`src/rtl/eth_pipe_pkg.sv`:
```
// Shared definitions for the 10-bit AHIR Ethernet pipe (TX and RX sides).
// Word layout: bit 9 = last, bits 8:1 = byte, bit 0 = 0.
package eth_pipe_pkg;

    localparam int PIPE_W   = 10;
    localparam int LAST_BIT = 9;
    localparam int DATA_HI  = 8;
    localparam int DATA_LO  = 1;

    typedef enum logic [1:0] {
        IDLE    = 2'd0,
        XFER    = 2'd1,
        DISCARD = 2'd2
    } pipe_state_t;

    // Builds a canonical pipe word; bit 0 is always driven low.
    function automatic logic [PIPE_W-1:0] pipe_word(input logic last,
                                                    input logic [DATA_HI-DATA_LO:0] byte_v);
        return {last, byte_v, 1'b0};
    endfunction

endpackage

```
`src/rtl/eth_pipe_out_reg.sv`:
```
// One-entry registered AHIR stage: holds a word and its out_req flag until
// the consumer acks it. The parent only loads when the entry is free or draining.
module eth_pipe_out_reg
    import eth_pipe_pkg::*;
(
    input  logic              clk,
    input  logic              reset,
    input  logic              load,
    input  logic [PIPE_W-1:0] load_data,
    input  logic              out_ack,
    output logic [PIPE_W-1:0] out_data,
    output logic              out_req
);

    always_ff @(posedge clk) begin
        if (reset) begin
            out_data <= '0;
            out_req  <= 1'b0;
        end else if (load) begin
            out_data <= load_data;
            out_req  <= 1'b1;
        end else if (out_ack) begin
            out_req  <= 1'b0;
        end
    end

endmodule

```
`src/rtl/eth_tx_frame_arbiter.sv`:
```
// Frame-granular round-robin arbiter sharing the TX pipe between two producers.
// Oversized frames are cut at MAX_LEN words (last bit forced) and the rest dropped.
module eth_tx_frame_arbiter
    import eth_pipe_pkg::*;
#(
    parameter int MAX_LEN = 1518,
    parameter int CNT_W   = 16
) (
    input  logic              clk,
    input  logic              reset,
    input  logic [PIPE_W-1:0] in0_data,
    input  logic              in0_req,
    output logic              in0_ack,
    input  logic [PIPE_W-1:0] in1_data,
    input  logic              in1_req,
    output logic              in1_ack,
    output logic [PIPE_W-1:0] out_data,
    output logic              out_req,
    input  logic              out_ack,
    output logic [1:0]        grant,
    output logic [CNT_W-1:0]  frames0,
    output logic [CNT_W-1:0]  frames1,
    output logic [CNT_W-1:0]  trunc_cnt,
    output pipe_state_t       state_dbg
);

    // Handshake: a word moves on any edge where req & ack are both high; req may
    // drop at any time, ack never depends on req, and out_req depends only on flops.
    localparam logic [CNT_W-1:0] LIMIT = CNT_W'(MAX_LEN - 1);
    localparam logic [CNT_W-1:0] ONE   = {{(CNT_W-1){1'b0}}, 1'b1};

    pipe_state_t       state, state_n;
    logic [1:0]        grant_q, grant_n;
    logic              last_grant, last_grant_n;
    logic [CNT_W-1:0]  word_cnt, word_cnt_n;
    logic [CNT_W-1:0]  frames0_n, frames1_n, trunc_n;
    logic              g_idx, sel_req, sel_last, at_limit, pick;
    logic [DATA_HI-DATA_LO:0] sel_byte;
    logic              ack_g, load, out_req_i;
    logic [PIPE_W-1:0] load_data;
    logic              unused_bit0;

    function automatic logic [CNT_W-1:0] sat_inc(input logic [CNT_W-1:0] v);
        return (&v) ? v : v + ONE;
    endfunction

    assign unused_bit0 = in0_data[0] ^ in1_data[0];

    assign g_idx    = grant_q[1];
    assign sel_req  = g_idx ? in1_req : in0_req;
    assign sel_last = g_idx ? in1_data[LAST_BIT] : in0_data[LAST_BIT];
    assign sel_byte = g_idx ? in1_data[DATA_HI:DATA_LO] : in0_data[DATA_HI:DATA_LO];
    assign at_limit = (word_cnt == LIMIT);

    always_ff @(posedge clk) begin
        if (reset) begin
            state      <= IDLE;
            grant_q    <= 2'b00;
            last_grant <= 1'b1;
            word_cnt   <= '0;
            frames0    <= '0;
            frames1    <= '0;
            trunc_cnt  <= '0;
        end else begin
            state      <= state_n;
            grant_q    <= grant_n;
            last_grant <= last_grant_n;
            word_cnt   <= word_cnt_n;
            frames0    <= frames0_n;
            frames1    <= frames1_n;
            trunc_cnt  <= trunc_n;
        end
    end

    always_comb begin
        state_n      = state;
        grant_n      = grant_q;
        last_grant_n = last_grant;
        word_cnt_n   = word_cnt;
        frames0_n    = frames0;
        frames1_n    = frames1;
        trunc_n      = trunc_cnt;
        pick         = 1'b0;
        ack_g        = 1'b0;
        load         = 1'b0;
        load_data    = pipe_word(sel_last | at_limit, sel_byte);
        case (state)
            IDLE: begin
                word_cnt_n = '0;
                if (in0_req | in1_req) begin
                    pick    = (in0_req & in1_req) ? ~last_grant : in1_req;
                    grant_n = pick ? 2'b10 : 2'b01;
                    state_n = XFER;
                end
            end
            XFER: begin
                ack_g = ~out_req_i | out_ack;
                if (sel_req & ack_g) begin
                    load       = 1'b1;
                    word_cnt_n = word_cnt + ONE;
                    if (sel_last | at_limit) begin
                        if (g_idx) frames1_n = sat_inc(frames1);
                        else       frames0_n = sat_inc(frames0);
                    end
                    if (sel_last) begin
                        last_grant_n = g_idx;
                        grant_n      = 2'b00;
                        state_n      = IDLE;
                    end else if (at_limit) begin
                        trunc_n = sat_inc(trunc_cnt);
                        state_n = DISCARD;
                    end
                end
            end
            DISCARD: begin
                // The rest of an oversized frame is swallowed without touching the output.
                ack_g = 1'b1;
                if (sel_req & sel_last) begin
                    last_grant_n = g_idx;
                    grant_n      = 2'b00;
                    state_n      = IDLE;
                end
            end
            default: state_n = IDLE;
        endcase
    end

    eth_pipe_out_reg u_out_reg (
        .clk       (clk),
        .reset     (reset),
        .load      (load),
        .load_data (load_data),
        .out_ack   (out_ack),
        .out_data  (out_data),
        .out_req   (out_req_i)
    );

    assign out_req   = out_req_i;
    assign in0_ack   = ack_g & grant_q[0];
    assign in1_ack   = ack_g & grant_q[1];
    assign grant     = grant_q;
    assign state_dbg = state;

endmodule

```
`config.mk`:
```
export PLATFORM = sky130hd
export DESIGN_NAME = eth_tx_frame_arbiter
export DESIGN_NICKNAME = d
export VERILOG_FILES = /design/src/rtl/eth_pipe_pkg.sv /design/src/rtl/eth_pipe_out_reg.sv /design/src/rtl/eth_tx_frame_arbiter.sv
export SDC_FILE = /design/constraint.sdc
export NUM_CORES = 1
export LEC_CHECK = 0
export CAP_MARGIN = 20
export CELL_PAD_IN_SITES_DETAIL_PLACEMENT = 0
export CELL_PAD_IN_SITES_GLOBAL_PLACEMENT = 1
export CORE_ASPECT_RATIO = 0.75
export CORE_MARGIN = 2
export CORE_UTILIZATION = 38
export DETAILED_ROUTE_END_ITERATION = 12
export GPL_ROUTABILITY_DRIVEN = 1
export PLACE_DENSITY_LB_ADDON = 0.1
export SKIP_LAST_GASP = 1
export SLEW_MARGIN = 5
export SYNTH_ARGS = -nofsm -noshare
export SYNTH_HDL_FRONTEND = slang
export SYNTH_SLANG_ARGS = --single-unit
```
`constraint.sdc`:
```
create_clock -name clk -period 2.4 [get_ports clk]
set_input_delay 0.48 -clock clk [delete_from_list [all_inputs] [get_ports clk]]
set_output_delay 0.48 -clock clk [all_outputs]
set_load 0.005 [all_outputs]
```
======== Word-level counts from Yosys, hierarchy flattened ========
Index checks and enable logic that the tools add are counted.
Widths: inputs -> output; s select.
word-level totals
  flip-flop bits (word level) ............. 79
  latch bits .............................. 0
  RAM bits ................................ 0
  memory bits (read-only) ................. 0
  input port bits ......................... 25
  output and inout bits ................... 65
  logic and storage cells ................. 77
  memories ................................ 0
cells by class
  add/sub/neg operators ................... 4
  multipliers ............................. 0
  divide/modulo/power cells ............... 0
  order comparisons ....................... 0
  equality and inequality tests ........... 8
  shift-type cells ........................ 0
  multiplexer cells ....................... 26
  bitwise operators ....................... 15
  reductions and logical operators ........ 15
operators by type and width
  kind                   number
  $add 16x1->16 const B  4
  $reduce_and 16->1      3
  $pmux 16 s2            1
  $reduce_and 5->1       4
  $mux 2                 9
  $eq 16x11->1 const B   1
  $mux 16                1
  $pmux 2 s3             2
  $mux 1                 10
  $mux 8                 1
  $ne 2x2->1 const B     4
  $reduce_and 4->1       2
  $not 1->1              7
  $reduce_bool 2->1      3
  $and 1x1->1            5
  $pmux 1 s2             2
  $ne 3x3->1 const B     1
  $or 1x1->1             3
  $reduce_bool 3->1      1
  $eq 2x1->1 const B     1
  $eq 2x2->1 const B     1
  $logic_not 2->1        1
  $reduce_and 2->1       1

======== Longest topological paths before layout ========
  word-level depth ........................ 6
  depth in mapped cells ................... 10
  mapped depth without buffers ............ 7

======== Hierarchy ========
From an unflattened synthesis, not the netlist that was laid out.
unflattened totals
  cell total of the unflattened synthesis .. 485
  area total of the unflattened synthesis .. 4172.8 µm²
modules (own cells, without submodules)
  module                times used  cells an instance  area each (µm²)  sequential area each (µm²)
  eth_tx_frame_arbiter  1           449                3783.6           1381.3
  eth_pipe_out_reg      1           36                 389.1            220.2

======== Least setup slack after synthesis ========
Ideal clock, no wire load.
  kind .................................... reg2reg
  start ................................... reg state[1], in the netlist state_dbg[1]
  end ..................................... reg frames1[7]
  setup time .............................. 0.123 ns
  arrival time ............................ 2.099 ns
  required time ........................... 2.277 ns
  slack ................................... 0.178 ns
  stages on the path, launching flop included .. 9
  buffers on the path ..................... 2
  clock period less this slack ............ 2.222 ns
  path through ............................ dfxtp_1 inv_1 ha_1 clkbuf_1 nand3_1 a211o_1 buf_6 nor4b_1 mux2_1
on the way
  word-level cells in the longest chain between the ends .. 2
RTL lines
  what                               RTL line                    RTL
  start: declaration                 eth_tx_frame_arbiter.sv:32  pipe_state_t state, state_n;
  start signal: assignment           eth_tx_frame_arbiter.sv:65  state <= state_n;
  $eq 2x1->1                         eth_tx_frame_arbiter.sv:87  case (state)
  $reduce_and 5->1 (no source line)  n/a
  end signal: assignment             eth_tx_frame_arbiter.sv:70  frames1 <= frames1_n;
  end: declaration                   eth_tx_frame_arbiter.sv:22  output logic [CNT_W-1:0] frames1,
No other way between the ends.
A chain may end at the register's enable or synchronous reset.

======== Worst setup path after layout ========
  start ................................... in out_ack
  end ..................................... out in1_ack
on the way
  word-level cells in the longest chain between the ends .. 3
RTL lines
  what                RTL line                     RTL
  start: declaration  eth_tx_frame_arbiter.sv:19   input logic out_ack,
  $or 1x1->1          eth_tx_frame_arbiter.sv:97   ack_g = ~out_req_i | out_ack;
  $pmux 1 s2          eth_tx_frame_arbiter.sv:87
  $and 1x1->1         eth_tx_frame_arbiter.sv:140  assign in1_ack = ack_g & grant_q[1];
  end: declaration    eth_tx_frame_arbiter.sv:16   output logic in1_ack,
No other way between the ends.

==> qor.yml <==
critical_path:
  crit_family: "buffers and inverters"
  worst-r2r-setup-slack_ps: 150
  r2r_cells: 7
  worstSetupPathType: "primary input to output pin"
  slowest_delay_ps: 390
  crit_slowest_cell: "clkdlybuf4s50_1"
  end_kind: "output pin"
  crit_chain: "clkdlybuf4s50_1 > nand2b_4 > buf_4 > a21oi_1 > nor2b_1 > and2_1 > dlygate4sd2_1"
  reg2reg_to: "frames1[3]"
  r2r-start: "word_cnt[0]"
  start_kind: "primary input"
  worstPathRequired_ps: 1920
  crit_arrival_ps: 1810
  critical_path_buf_inv_count: 3
  worstPathMaxFanout: 4
floorplanning:
  io_pins: 90
  die-area_um2: 12000
  die_w_um: 126
  start_util_pct: 38.8
  row_count: 33
  core_region_area_um2: 10900
  die_h_um: 95.2
cts:
  cts_buffers: 9
  clk_pin_slew_ps: 60
  postCtsSetupBuffers: 0
  insertion_delay_ps: 330
  htreeDepth: 3
  clock-root-buffer: "clkbuf_16"
  cts_tree: "yes"
  clkSinkCount: 79
  cts_buffer_depth: 2
finish:
  layout_common_cells: "clkdlybuf4s50_1 (83), dfxtp_1 (79), nor2_1 (52)"
  antenna_cells: 0
  final_util_pct: 52.7
  drive_gt1_share_pct: 13.8
  nNetsFinal: 639
  syn_to_final_growth_pct: 35.8
  final_common_cell: "clkdlybuf4s50_1"
sta:
  rsz0062_at_grt: "no"
  fin_crit_sh_pct: 95.4
  final-max-slew-violation-count: 0
  fin_ws_ps: 110
  setup_viol: 0
  finalSetupTns_ps: 0
  finalHoldViolations: 0
  period_needed_ps: 2290
  fmax_ghz: 0.437
  clock_skew_ps: 4.24
synth:
  syn-num-nets: 537
  yosys_warnings: 0
  ys.flop_type: "dfxtp_1"
  seq_area_frac_synth_pct: 37.5
  synth_cell_types: 57
  synth_edf_count: 0
  synth_area_um2: 4220
  ys_seq_elements: 79
  syn_avg_cell_area_um2: 8.39
  synthArstFlopShare_pct: 0
  synthCells: 503
job:
  maxCapViolations: 0
placement:
  portBuffers: 86
  hpwl_mm: 7.95
  pre_cts_ws_ps: -222
  gp_congestion: 0.812
detailed_routing:
  drt-total-wl_mm: 11.1
  ant_nets: 0
  drcViolationCount: 0
  routed_via_density: 5.44
  wire_per_inst_um: 14.7
  dr.pass1.iters: 4
  drt_iter0_markers: 161
  vias: 4078
global_route:
  grt_overflow: 0
  grt_antenna_before_repair: 0
  grt_pass1_wl_mm: 18.5
  grt_max_degree: 44
  grt_pass1_vias: 3829
  grtUsageTotal_pct: 19.0
min_path:
  whs_endpoint: "grant[0]"
  min_from: "grant[0]"
  worstHoldPathCells: 2
  hold_class: "flip-flop to flip-flop"
pwr:
  p_leak_nw: 1.94
  p_per_area_nw_per_um2: 610
  peakVddDrop_v: 0.000377
run_status:
  status: "finished, final reports clean"
-- metal layers --
layer  share of wire (%)  vias up  global-route usage, %
met2                  43       97                   29.7
met1                  51     1904                   26.2
met4                 1.2        0                   6.02
met5                   0        -                      0
li1                    -     2064                      -
met3                 5.3       13                   4.21
-- sequential cells by signal (all words and copies together) (netlist names) --
register	flops
frames0	16
frames1	16
trunc_cnt	16
word_cnt	16
u_out_reg.out_data	9
grant	2
state_dbg	2
last_grant	1
u_out_reg.out_req	1
-- repair_timing --
item                                    in CTS  in global routing
hold buffers                                 0                  0
endpoints found under the setup margin       2                  4
pin swaps                                    0                  2
cloned                                       0                  0
gates resized for setup                      3                  3
-- worst register-to-register path, delay by kind of cell (launching register included) --
kind                       cells  cell delay, ps
and+or+nand+nor                3             990
AOI/OAI and AO/OA              2             560
DFF                            1             340
adders and majority gates      1             160
buffers and inverters          1             140
-- worst max-delay path by stage --
stage	from	endpoint	cells past startpoint
global route	state_dbg[1]	in1_ack	6
global placement	out_ack	in1_ack	7
CTS	out_ack	in1_ack	7
floorplan	state_dbg[1]	frames1[7]	8
finish	out_ack	in1_ack	7
detailed placement	out_ack	frames1[10]	8
-- where the power goes --
part	switching (mW)	internal, mW
combinational	0.384	0.329
sequential	0.0482	1.38
clock	0.528	0.829
total	0.960	2.53
-- logic make-up (layout without fill, tap and decap cells) --
logic type / Yosys count / in the layout / share of synthesized area [%]
and+or+nand+nor: 226 / 226 / 29.7
muxes: 32 / 32 / 8.45
AOI/OAI and AO/OA: 106 / 106 / 16.0
xor gates and xnor gates: 5 / 5 / 1.04
adders and majority gates: 9 / 9 / 2.67
DFF: 79 / 79 / 37.5
other: 1 / 1 / 0.0889
buffers and inverters: 45 / 152 / 4.54
-- cell usage after synthesis (3+ instances only) --
| library cell | instances | area (um^2) |
|---|---|---|
| dfxtp_1 | 79 | 1580 |
| nor2_1 | 52 | 195 |
| a21oi_1 | 43 | 215 |
| nand2_1 | 34 | 128 |
| nand3_1 | 24 | 120 |
| or4_1 | 22 | 165 |
| o31ai_1 | 20 | 150 |
| nand4_1 | 19 | 119 |
| mux2_2 | 18 | 203 |
| clkbuf_1 | 17 | 63.8 |
| inv_1 | 15 | 56.3 |
| o21ai_0 | 13 | 65.1 |
| or3_1 | 13 | 81.3 |
| mux2i_1 | 12 | 120 |
| nor2b_1 | 11 | 68.8 |
| a211oi_1 | 10 | 75.1 |
| ha_1 | 9 | 113 |
| nor3_1 | 9 | 45.0 |
| nand2b_1 | 8 | 50.1 |
| and3_1 | 7 | 43.8 |
| nor4_1 | 7 | 43.8 |
| buf_2 | 6 | 30.0 |
| and4_1 | 5 | 43.8 |
| buf_1 | 4 | 15.0 |
| a311oi_1 | 3 | 26.3 |
| xnor2_1 | 3 | 26.3 |
-- through the flow --
| step | hold slack, ps | power [mW] | std cells | cell area (um^2) |
|---|---|---|---|---|
| after floorplan | 449 | 1.85 | 503 | 4220 |
| after global placement | 458 | 2.16 | 734 | 5410 |
| after detailed placement | 469 | 2.16 | 734 | 5410 |
| after CTS | 477 | 3.54 | 750 | 5710 |
| after global routing | 496 | 3.68 | 750 | 5730 |
| final | 474 | 3.49 | 750 | 5730 |
-- cell type report --
type / instances / area (um^2)
fillers: 1041 / 5130
multi-input cells: 379 / 2470
flip-flops and latches: 79 / 1580
repair buffers: 121 / 1150
clock buffers: 12 / 246
well taps: 140 / 175
inverters: 15 / 56.3
clock inverters: 4 / 45.0
Note: power is estimated with default switching activity, not from simulation.
